<file path="src/rtl/tail_light_pkg.sv">
// Shared definitions for the tail-light front end and sequencer.
package tail_light_pkg;

  // Request state seen by the sequencer
  typedef enum logic [1:0] {
    ST_IDLE  = 2'b00,
    ST_LEFT  = 2'b01,
    ST_RIGHT = 2'b10,
    ST_FAULT = 2'b11
  } req_state_e;

  // 4 Hz step and 5 ms debounce at a 50 MHz clock
  localparam int unsigned DIV_DEFAULT = 12_500_000;
  localparam int unsigned DEB_DEFAULT = 250_000;

  // Map the debounced lever pair onto the request state it selects
  function automatic req_state_e decode_levers(input logic dl, input logic dr);
    case ({dl, dr})
      2'b10:   decode_levers = ST_LEFT;
      2'b01:   decode_levers = ST_RIGHT;
      2'b11:   decode_levers = ST_FAULT;
      default: decode_levers = ST_IDLE;
    endcase
  endfunction

endpackage

</file>
<file path="src/rtl/lever_debounce.sv">
// Two-flop synchronizer followed by a debounce counter for one lever contact.
// The stable value only flips after DEB consecutive synchronized samples disagree.
module lever_debounce
  import tail_light_pkg::*;
#(
  parameter int unsigned DEB = DEB_DEFAULT
) (
  input  logic clk,
  input  logic reset,
  input  logic lever_i,
  output logic stable_o
);

  localparam int CW = $clog2(DEB + 1);
  localparam logic [CW-1:0] CNT_LAST = CW'(DEB - 1);

  logic          sync1_q, sync2_q;
  logic          stable_q, stable_d;
  logic [CW-1:0] cnt_q, cnt_d;

  // Counter clears while the sample agrees; the DEB-th disagreeing sample flips the value
  always_comb begin
    stable_d = stable_q;
    cnt_d    = '0;
    if (sync2_q != stable_q) begin
      if (cnt_q == CNT_LAST) begin
        stable_d = ~stable_q;
      end else begin
        cnt_d = cnt_q + 1'b1;
      end
    end
  end

  // Synchronizer and debounce state registers
  always_ff @(posedge clk) begin
    if (reset) begin
      sync1_q  <= 1'b0;
      sync2_q  <= 1'b0;
      stable_q <= 1'b0;
      cnt_q    <= '0;
    end else begin
      sync1_q  <= lever_i;
      sync2_q  <= sync1_q;
      stable_q <= stable_d;
      cnt_q    <= cnt_d;
    end
  end

  assign stable_o = stable_q;

endmodule

</file>
<file path="src/rtl/turn_signal_conditioner.sv">
// Turn-lever front end: debounced levers, step prescaler and request FSM.
// Requests only move on step boundaries so the sequencer sees them stable for a period.
module turn_signal_conditioner
  import tail_light_pkg::*;
#(
  parameter int unsigned DIV = DIV_DEFAULT,
  parameter int unsigned DEB = DEB_DEFAULT
) (
  input  logic clk,
  input  logic reset,
  input  logic lever_l,
  input  logic lever_r,
  output logic l_req,
  output logic r_req,
  output logic step,
  output logic fault
);

  localparam int PW = $clog2(DIV);
  localparam logic [PW-1:0] PRE_LAST = PW'(DIV - 1);

  logic          dl, dr;
  logic [PW-1:0] pre_cnt_q, pre_cnt_d;
  logic          step_q, step_d;
  req_state_e    state_q, state_d;
  logic          l_req_q, l_req_d;
  logic          r_req_q, r_req_d;
  logic          fault_q, fault_d;

  lever_debounce #(.DEB(DEB)) u_deb_l (
    .clk      (clk),
    .reset    (reset),
    .lever_i  (lever_l),
    .stable_o (dl)
  );

  lever_debounce #(.DEB(DEB)) u_deb_r (
    .clk      (clk),
    .reset    (reset),
    .lever_i  (lever_r),
    .stable_o (dr)
  );

  // Prescaler wraps at DIV-1; the step pulse is registered from the terminal count
  always_comb begin
    step_d    = (pre_cnt_q == PRE_LAST);
    pre_cnt_d = (pre_cnt_q == PRE_LAST) ? '0 : pre_cnt_q + 1'b1;
  end

  // Prescaler and step registers
  always_ff @(posedge clk) begin
    if (reset) begin
      pre_cnt_q <= '0;
      step_q    <= 1'b0;
    end else begin
      pre_cnt_q <= pre_cnt_d;
      step_q    <= step_d;
    end
  end

  // Next request state sampled only on a step; outputs decode the next state so they register with it
  always_comb begin
    state_d = state_q;
    if (step_q) begin
      state_d = decode_levers(dl, dr);
    end
    l_req_d = (state_d == ST_LEFT);
    r_req_d = (state_d == ST_RIGHT);
    fault_d = (state_d == ST_FAULT);
  end

  // Request state and registered output decodes
  always_ff @(posedge clk) begin
    if (reset) begin
      state_q <= ST_IDLE;
      l_req_q <= 1'b0;
      r_req_q <= 1'b0;
      fault_q <= 1'b0;
    end else begin
      state_q <= state_d;
      l_req_q <= l_req_d;
      r_req_q <= r_req_d;
      fault_q <= fault_d;
    end
  end

  assign l_req = l_req_q;
  assign r_req = r_req_q;
  assign step  = step_q;
  assign fault = fault_q;

endmodule

</file>
<file path="config.mk">
export PLATFORM = sky130hd
export DESIGN_NAME = turn_signal_conditioner
export DESIGN_NICKNAME = d
export VERILOG_FILES = /design/src/rtl/tail_light_pkg.sv /design/src/rtl/lever_debounce.sv /design/src/rtl/turn_signal_conditioner.sv
export SDC_FILE = /design/constraint.sdc
export NUM_CORES = 1
export LEC_CHECK = 0
export ABC_AREA = 0
export BUFFER_PORTS_ARGS = -buffer_cell sky130_fd_sc_hd__buf_4
export CELL_PAD_IN_SITES_DETAIL_PLACEMENT = 2
export CELL_PAD_IN_SITES_GLOBAL_PLACEMENT = 2
export CORE_UTILIZATION = 40
export CTS_BUF_LIST = sky130_fd_sc_hd__clkbuf_4
export DETAILED_ROUTE_END_ITERATION = 8
export GPL_ROUTABILITY_DRIVEN = 0
export PLACE_DENSITY = 0.89
export SLEW_MARGIN = 40
export SYNTH_ARGS = -nofsm -noshare
export SYNTH_HDL_FRONTEND = slang
export SYNTH_SLANG_ARGS = --single-unit
</file>
<file path="constraint.sdc">
create_clock -name clk -period 2.1 [get_ports clk]
set_input_delay 0.42 -clock clk [delete_from_list [all_inputs] [get_ports clk]]
set_output_delay 0.42 -clock clk [all_outputs]
set_load 0.01 [all_outputs]
</file>
**Word level (Yosys, flattened, before mapping)**

Index checks and enable logic that the tools add are counted.

- Bits in registers: 72
- Input bits: 4
- Logic and storage cells: 39

- Add/sub/neg operators: 3
- Eq/ne operators: 11
- Mux-type cells: 2
- Bitwise logic cells: 4
- Reduce and logical (&&, ||, !) cells: 5

Operator list:

| operator | number |
|---|---|
| $add 18x1->18 const B | 2 |
| $eq 18x18->1 const B | 2 |
| $add 24x1->24 const B | 1 |
| $eq 24x24->1 const B | 1 |
| $eq 2x2->1 const B | 4 |
| $pmux 2 s3 | 1 |
| $reduce_or 3->1 | 2 |
| $eq 2x1->1 const B | 2 |
| $not 1->1 | 4 |
| $reduce_and 2->1 | 2 |
| $mux 2 | 1 |
| $ne 1x1->1 | 2 |
| $reduce_or 2->1 | 1 |

**Depth between registers and ports, before layout**

Gate-level depths: netlist (run 1).

- Depth after elaboration: 4
- Gate-level depth with buffers: 7
- Gate-level depth less buffers: 5

**Hierarchy**

Synthesis (run 1) repeated with hierarchy kept, for this count alone.

- Cells, all modules: 359
- Area total of the unflattened synthesis: 3,228.1 um2

By module, submodules not included:

| module | times used | cells an instance | area each (um2) | seq. area each (um2) |
|---|---|---|---|---|
| lever_debounce | 2 | 104 | 940.9 | 420.4 |
| turn_signal_conditioner | 1 | 151 | 1,346.3 | 600.6 |

**Least setup slack after synthesis (run 1)**

Ideal clock, no wire load.

- Kind: register -> register
- Start: reg u_deb_r.cnt_q[0]
- End: reg u_deb_r.cnt_q[10]
- Library setup time: 0.117 ns
- Arrival: 1.764 ns
- Data required time: 1.983 ns
- Slack: 0.219 ns
- Stages on the path, launching flop included: 7
- Buffers on the path: 1
- Cells stage by stage: dfxtp_1 -> ha_1 -> nand3_1 -> or3_1 -> o21ai_1 -> buf_2 -> nor2_1

- Longest elaborated chain between the ends: 2
- Elaborated cells on any way between the ends: 3

RTL lines:

| what | line | text |
|---|---|---|
| start: declaration | lever_debounce.sv:19 | `logic [CW-1:0] cnt_q, cnt_d;` |
| start signal: assignment | lever_debounce.sv:45 | `cnt_q <= cnt_d;` |
| parallel branches: the longest is 2 deep, another holds $add 18x1->18 | - |  |

Several ways; the timed one is not identified.
A chain may end at the register's enable or synchronous reset.

**Worst setup path after layout (run 1)**

- Start: reg pre_cnt_q[3]
- End: reg pre_cnt_q[19]

- Longest elaborated chain between the ends: 2
- Elaborated cells on any way between the ends: 3

RTL lines:

| what | line | text |
|---|---|---|
| start: declaration | turn_signal_conditioner.sv:23 | `logic [PW-1:0] pre_cnt_q, pre_cnt_d;` |
| start signal: assignment | turn_signal_conditioner.sv:56 | `pre_cnt_q <= pre_cnt_d;` |
| parallel branches: the longest is 2 deep, another holds $add 24x1->24 | - |  |

Several ways; the timed one is not identified.

==> impl_results.md, run 1 <==
* Status: finished, final reports clean
* Synth top area cells: dfxtp_1, xnor2_1, nor2_1, a21oi_1, xor2_1
* Max cap viols at 0
* Hold depth at 2
* CP Max Fanout at 14
* First-pass GRT wire length at 14500 um
* Largest net degree at the start of global routing at 19
* Syn nets at 360
* Starting Density at 41.7%
* Logic gate share of total power at between 2 and 2.5%
* Number of global-route vias before repair at ~2900
* Post-synthesis simple-gate area fraction at between 20% and 30%
* Port bufs at 7
* TritonRoute pass-1 iters at 5
* Final Cycle Share at a little over nine tenths
* Worst hold margin at 211 ps
* Max Slew Vio Count at 0
* Top-area cell type share of the netlist area at 47.1%
* CTS H-tree lvls at 3
* Syn Inst Count at 353
* Setup crit start kind: register
* Top Usage Layer GRT: met2
* FF+latch count, synth at 72
* Async set-reset flop share out of synthesis at 0%
* Hold WC Path Type: input pin to register
* Clock network power share at 37.2%
* Clock skew at 11.8 ps
* Final Critical Period at between 1500 and 2000 ps
* Top FF cell, synth: dfxtp_1
* Area leader, netlist: dfxtp_1
* Post-route ant nets at 0
* P_leak at 1.02 nW
* Worst slew margin at 72.4%
* Remaining routing DRC violations at 0
* Internal power at 0.00175 W
* Pwr/cell area at 674 nW/um2
* Post-CTS setup buffer count at 0
* Initial antenna violation count at 0
* # rows at 31
* Met3 Use GR at 5.45%
* TritonCTS clock tree: built
* Worst R2R End: pre_cnt_q[19]
* Ant. Diodes at 0
* Root buf cell: clkbuf_4
* Met2 Resource Use GR at between 40 and 50%
* Mapped Area at 3060 um2
* Proportion of synthesized chip area in sequential cells at 47.1%
* Multi-input logic area at 1510 um2
* Layout area overhead at 10.4%
* GRT overflow at 0
* R2R cell count at 4
* Hold_sp: lever_l
* Max Freq at 505 MHz
* DR vias/cell at 5.59
* Maximum clock insertion buffer count at 2
* Number of flops mapped to enable cells by yosys at 0
* Clock Sink Count at 72
* Chip width at just under 90 um
* Layout Nets at 375
* Height of the chip at 89.5 um
* Sw Share at 23.0%
* Total net switching power at 0.000525 W
* Ys Warns at 0
* Die area at 8000 um2
* Mux cell area share after synthesis at 0.654%
* Gr usage total at 24.3%
* Main combinational cell family by area after synthesis: simple AND/OR/NAND/NOR gates
* Core Area at 7330 um2
* Final setup vio count at 0
* Worst reg2reg path startpoint: pre_cnt_q[3]
* Peak VDD IR at ~0.00027 V
* Fill count at roughly 800
* Top-Level Pins at 8
* R2r setup slk at 120 ps
* Post-Syn Area per Cell at 8.67 um2
* Post-synthesis cell type count at 31
* Detailed Route Iter0 Violations at 103
* Setup Crit Path Kind: register to register
* Vias at 2625
* HPWL after detailed placement at 5960 um
* Register area at roughly 1400 um2
* Cts hold-fix bufs at 0
* Final hold vios at 0
* Reg power frac at 60.8%
* TritonCTS buffer count at 9
* Worst-Skew Late Latency at 420 ps
* Layout cells sized above 1 at 10.2%
* RSZ-0062 raised after global routing: no
* Post-Synth Adder-Cell Area at 1.23%
* Setup WS pre-CTS at 75.3 ps
* Worst setup margin at 122 ps
* Critical Path RT at 2450 ps
* WL final at 8860 um
* Worst-path clk slew at 110 ps
* Routed len/inst at 18.8 um
* WP data arrival at 2330 ps
* Crit end category: register
* Area fraction in compound gates after synthesis at 8.10%
* GR Layer Usage met1 at 27.1%
* Synth Area in XOR/XNOR at 10.6%
* Hold Path End: u_deb_l.sync1_q
* Worst Max-Slew Pin Slew at 411 ps
* Setup tns final at 0 ps
==> synth_stat cells, types with 2 or more instances <==
cell      number
nand2_1       20
nor4b_1        3
xnor2_1       26
a21oi_1       20
nor2_1        50
and2_1         4
or3_1         12
mux2i_1        2
buf_2          5
dfxtp_1       72
nand4_1       15
or4_1          9
nand3_1       16
and3_1         3
nor4_1         6
nor3_1        13
and4_1         5
xor2_1        11
inv_1         15
o31ai_1        7
o21ai_0       15
nor2b_1        4
clkbuf_1       7
ha_1           3
or3_2          3
o21ai_1        2
==> state kept, by name, summed over array words and instances (netlist names), 2 cells and up <==
name,flops
state_q,2
u_deb_l.cnt_q,18
pre_cnt_q,24
u_deb_r.cnt_q,18
==> worst max-delay path by stage <==
stage / slack [ps] / cells past startpoint / to / startpoint
5_1_grt: 7 / 4 / pre_cnt_q[19] / pre_cnt_q[3]
3_3_place_gp: 220 / 4 / pre_cnt_q[23] / pre_cnt_q[2]
3_5_place_dp: 80 / 4 / pre_cnt_q[19] / pre_cnt_q[2]
4_1_cts: 50 / 4 / pre_cnt_q[19] / pre_cnt_q[2]
6_report: 120 / 4 / pre_cnt_q[19] / pre_cnt_q[3]
2_1_floorplan: 220 / 6 / u_deb_r.cnt_q[10] / u_deb_r.cnt_q[0]
==> power groups by stage <==
stage,clock network (W),registers (W),logic [W]
2_1_floorplan,0,0.00141,0.0000270
3_3_place_gp,0,0.00141,0.0000432
3_5_place_dp,0,0.00141,0.0000464
4_1_cts,0.000867,0.00138,0.0000485
5_1_grt,0.000910,0.00139,0.0000526
6_report,0.000846,0.00138,0.0000470
==> layout make-up <==
| class | count | area share [%] |
|---|---|---|
| Sequential cell | 72 | 42.7 |
| Clock buffer | 10 | 2.22 |
| Timing Repair Buffer | 16 | 3.56 |
| Tap cell | 99 | 3.67 |
| Inverter | 15 | 1.67 |
| Multi-Input combinational cell | 254 | 44.8 |
| Clock inverter | 4 | 1.41 |
==> per-stage QoR <==
stage | area, um2 | std cells | total power (W) | utilization [%]
after floorplan | 3060 | 353 | 0.00144 | -
after global placement | 3250 | 456 | 0.00146 | 44.4
after detailed placement | 3250 | 456 | 0.00146 | 44.4
after CTS | 3370 | 470 | 0.00230 | 46.0
after global routing | 3380 | 470 | 0.00235 | 46.1
final | 3380 | 470 | 0.00228 | 46.1
==> placed cells by master, fill, tap and decap left out, types with 2 or more instances in the layout <==
cell	instances
mux2i_1	2
o21ai_1	3
dfxtp_1	71
xor2_1	11
or3_2	3
o21ai_0	14
and2_1	4
clkinv_2	2
o31ai_1	7
nor2b_1	4
nor4_1	6
or4_1	9
nand2_1	20
nand4_1	15
xnor2_1	26
or3_1	12
nor4b_1	3
clkbuf_4	10
and3_1	3
nor2_1	50
a21oi_1	20
nor3_1	13
buf_4	16
inv_1	15
nand3_1	16
ha_1	3
and4_1	4
==> worst max-delay path, stage by stage (launching register included) <==
cell and delay, ps:
dfxtp_1 410, nand3_1 170, or4_4 640, or4_1 520, a21oi_1 180
==> what timing repair did <==
| action | CTS | global route |
|---|---|---|
| endpoints found under the setup margin | 0 | 19 |
| gates resized for setup | 0 | 2 |
| endpoints found under the hold margin | 0 | 0 |
==> cell families after synthesis <==
family | after synthesis
compound gates | 45
xor+xnor | 37
fa+ha+maj | 3
buf+inv | 27
flops | 72
mux | 2
simple gates | 167
==> metal layers <==
layer	routed length, um	vias to the layer above
met5	0	-
met3	182	18
met2	4700	24
met1	3770	1319
li1	-	1264
met4	202	0
No activity file was read; power rests on OpenSTA's default activity.
==> run 2, diff against run 1 <==
--- a/config.mk
+++ b/config.mk
@@ -5,15 +5,15 @@
 export SDC_FILE = /design/constraint.sdc
 export NUM_CORES = 1
 export LEC_CHECK = 0
-export ABC_AREA = 0
+export ABC_AREA = 1
 export BUFFER_PORTS_ARGS = -buffer_cell sky130_fd_sc_hd__buf_4
 export CELL_PAD_IN_SITES_DETAIL_PLACEMENT = 2
 export CELL_PAD_IN_SITES_GLOBAL_PLACEMENT = 2
-export CORE_UTILIZATION = 40
+export CORE_UTILIZATION = 37
 export CTS_BUF_LIST = sky130_fd_sc_hd__clkbuf_4
 export DETAILED_ROUTE_END_ITERATION = 8
 export GPL_ROUTABILITY_DRIVEN = 0
-export PLACE_DENSITY = 0.89
+export PLACE_DENSITY = 0.9
 export SLEW_MARGIN = 40
 export SYNTH_ARGS = -nofsm -noshare
 export SYNTH_HDL_FRONTEND = slang
==> run 2 against run 1 <==
Effect of this change:
- count of clock-buffer cells in the layout is 1 lower
- cell count is 36% higher
- fmax is 11% higher
- critical path type unchanged
- critical endpoint is now pre_cnt_q[18]
- largest cell class unchanged
- final area is 13% higher
==> impl_results.md, run 2 <==
* WL final at roughly 11000 um
* Starting Density at 38.2%
* Post-CTS setup buffer count at 0
* Final Cycle Share at 84.7%
* Worst slew margin at 62.1%
* Commonest non-fill, non-tap cells in the layout: nand2_1, nor2_1, dfxtp_1, inv_1, nand3_1
* Detailed Route Iter0 Violations at between 80 and 90
* WP data arrival at about 2100 ps
* Top FF cell, synth: dfxtp_1
* Most frequent cell after synthesis: nand2_1
* Setup tns final at 0 ps
* Final core utilization at 41.4%
* RSZ-0062 raised after global routing: no
* Height of the chip at 99.4 um
* Vias at 3310
* Port bufs at 7
* Layout cells sized above 1 at 8.88%
* Worst Max-Slew Pin Slew at 564 ps
* TritonCTS buffer count at 9
* Max Slew Vio Count at 0
* Pwr/cell area at 625 nW/um2
* Top-Level Pins at 8
* TritonRoute pass-1 iters at 4
* Post-synthesis cell type count at 30
* CP delay by family, top: simple AND/OR/NAND/NOR gates
* Gr usage total at 23.6%
* Proportion of synthesized chip area in sequential cells at 41.1%
* GRT overflow at 0
* Layout Nets at 531
* Hold WC Path Type: input pin to register
* Post-route ant nets at 0
* Fill count at 1128
* Crit path buf inv count at 0
* # rows at 35
* Initial antenna violation count at 1
* Layout area overhead at 8.48%
* Setup Crit Path Kind: register to register
* Hold depth at 3
* CP Max Fanout at 23
* Remaining routing DRC violations at 0
* Multi-input logic area at 1810 um2
* Commonest non-fill, non-tap cell in the layout: nand2_1
* Mapped Area at 3510 um2
* Worst-Skew Late Latency at ~450 ps
* Critical Path RT at 2410 ps
* Crit-path cells: ha_1, nand3_2, nor2_1, nand3_1, nand2_2, nor2_1
* Post-Syn Area per Cell at 6.87 um2
* Maximum clock insertion buffer count at 2
* Crit end category: register
* Ys Warns at 0
* Number of global-route vias before repair at 3675
* P_leak at approximately 1.2 nW
* Final hold vios at 0
* TritonCTS clock tree: built
* Synth top cells by count: nand2_1, nor2_1, dfxtp_1
* Max stage delay on crit path at slightly above 400 ps
* Max cap viols at 0
* Largest net degree at the start of global routing at 24
* HPWL after detailed placement at ~7300 um
* Setup crit start kind: register
* Synth top area cells: dfxtp_1, nand2_1, nor2_1, inv_1, xor2_1
* Core Area at 9200 um2
* First-pass GRT wire length at 17900 um
* Peak VDD IR at 0.000312 V
* Root buf cell: clkbuf_4
* Worst-path clk slew at 150 ps
* Top-area cell type share of the netlist area at 41.1%
* Syn nets at 518
* Tot Pwr at 0.00238 W
* FF+latch count, synth at 72
* Area leader, netlist: dfxtp_1
* Final setup vio count at 0
* Biggest regs: pre_cnt_q: 24 flops, u_deb_l.cnt_q: 18 flops, u_deb_r.cnt_q: 18 flops
* Clock skew at between 20 and 25 ps
* Largest register FFs at 24
* Final Critical Period at about 1800 ps
* Die area at 9880 um2
* DR vias/cell at 5.16
* Async set-reset flop share out of synthesis at 0%
* Chip width at around 99 um
* Clock Sink Count at 72
* Status: finished, final reports clean
* CP most frequent cell: nor2_1
* Biggest register: pre_cnt_q
* Register area at 1440 um2
* Syn Inst Count at 511
* CTS H-tree lvls at 3
* CP max stage cell: dfxtp_1
* R2R cell count at 6
* # resized after CTS at 0
* Max Freq at between 500 and 600 MHz
* Routed len/inst at 17.0 um
* Critical Path Stages at 6
* Cts hold-fix bufs at 0
* Number of flops mapped to enable cells by yosys at 0
-- run 2: worst register-to-register path: cells and delay by family, from the launching register on --
family	cells	cell delay (ps)
AND/OR/NAND/NOR	5	1000
flip-flops	1	410
adder cells (fa/ha/maj)	1	230
-- run 2: path summary, 6_finish.rpt --
check | from | endpoint | slack, ps
hold reg to reg | u_deb_l.sync1_q | u_deb_l.sync2_q | 420
setup reg to reg | pre_cnt_q[0] | pre_cnt_q[18] | 320
setup / recovery | pre_cnt_q[0] | pre_cnt_q[18] | 320
hold / removal | lever_l | u_deb_l.sync1_q | 190
-- run 2: cells by family after synthesis --
kind of cell             share of synthesized area [%]
adder cells (fa/ha/maj)                           1.07
flip-flops                                        41.1
AO/OA/AOI/OAI                                     6.06
multiplexers                                     0.285
XOR/XNOR                                          5.99
buffers and inverters                             7.38
AND/OR/NAND/NOR                                   38.2
-- run 2: per-stage QoR --
| step | hold WS, ps | cells | setup WS, ps | area [um2] |
|---|---|---|---|---|
| 6_report | 189 | 641 | 321 | 3810 |
| 5_1_grt | 158 | 641 | 128 | 3810 |
| 4_1_cts | 164 | 640 | 270 | 3810 |
| 3_5_place_dp | 408 | 624 | 387 | 3660 |
| 3_3_place_gp | 403 | 624 | 525 | 3660 |
| 2_1_floorplan | 388 | 511 | 739 | 3510 |
-- run 2: layout make-up --
cell class | instances | area share [%]
clock buffer | 9 | 1.77
clock inverter | 7 | 2.04
timing repair buffer | 7 | 1.38
tap | 111 | 3.65
antenna | 1 | 0.0657
multi-input combinational | 376 | 47.5
sequential | 72 | 37.8
inverter | 58 | 5.72
-- run 2: where the power goes --
part | switching [W] | internal (W) | total [W]
sequential | 0.00000790 | 0.00138 | 0.00138
combinational | 0.0000312 | 0.0000142 | 0.0000453
clock | 0.000578 | 0.000373 | 0.000951
total | 0.000617 | 0.00176 | 0.00238
-- run 2: routing by layer --
| layer | vias up | wire length (um) | global-route usage, % |
|---|---|---|---|
| met5 | - | 0 | 0 |
| met4 | 0 | 312 | 9.39 |
| met3 | 30 | 255 | 5.41 |
| met2 | 33 | 5920 | 46.2 |
| met1 | 1633 | 4430 | 23.9 |
| li1 | 1614 | - | - |
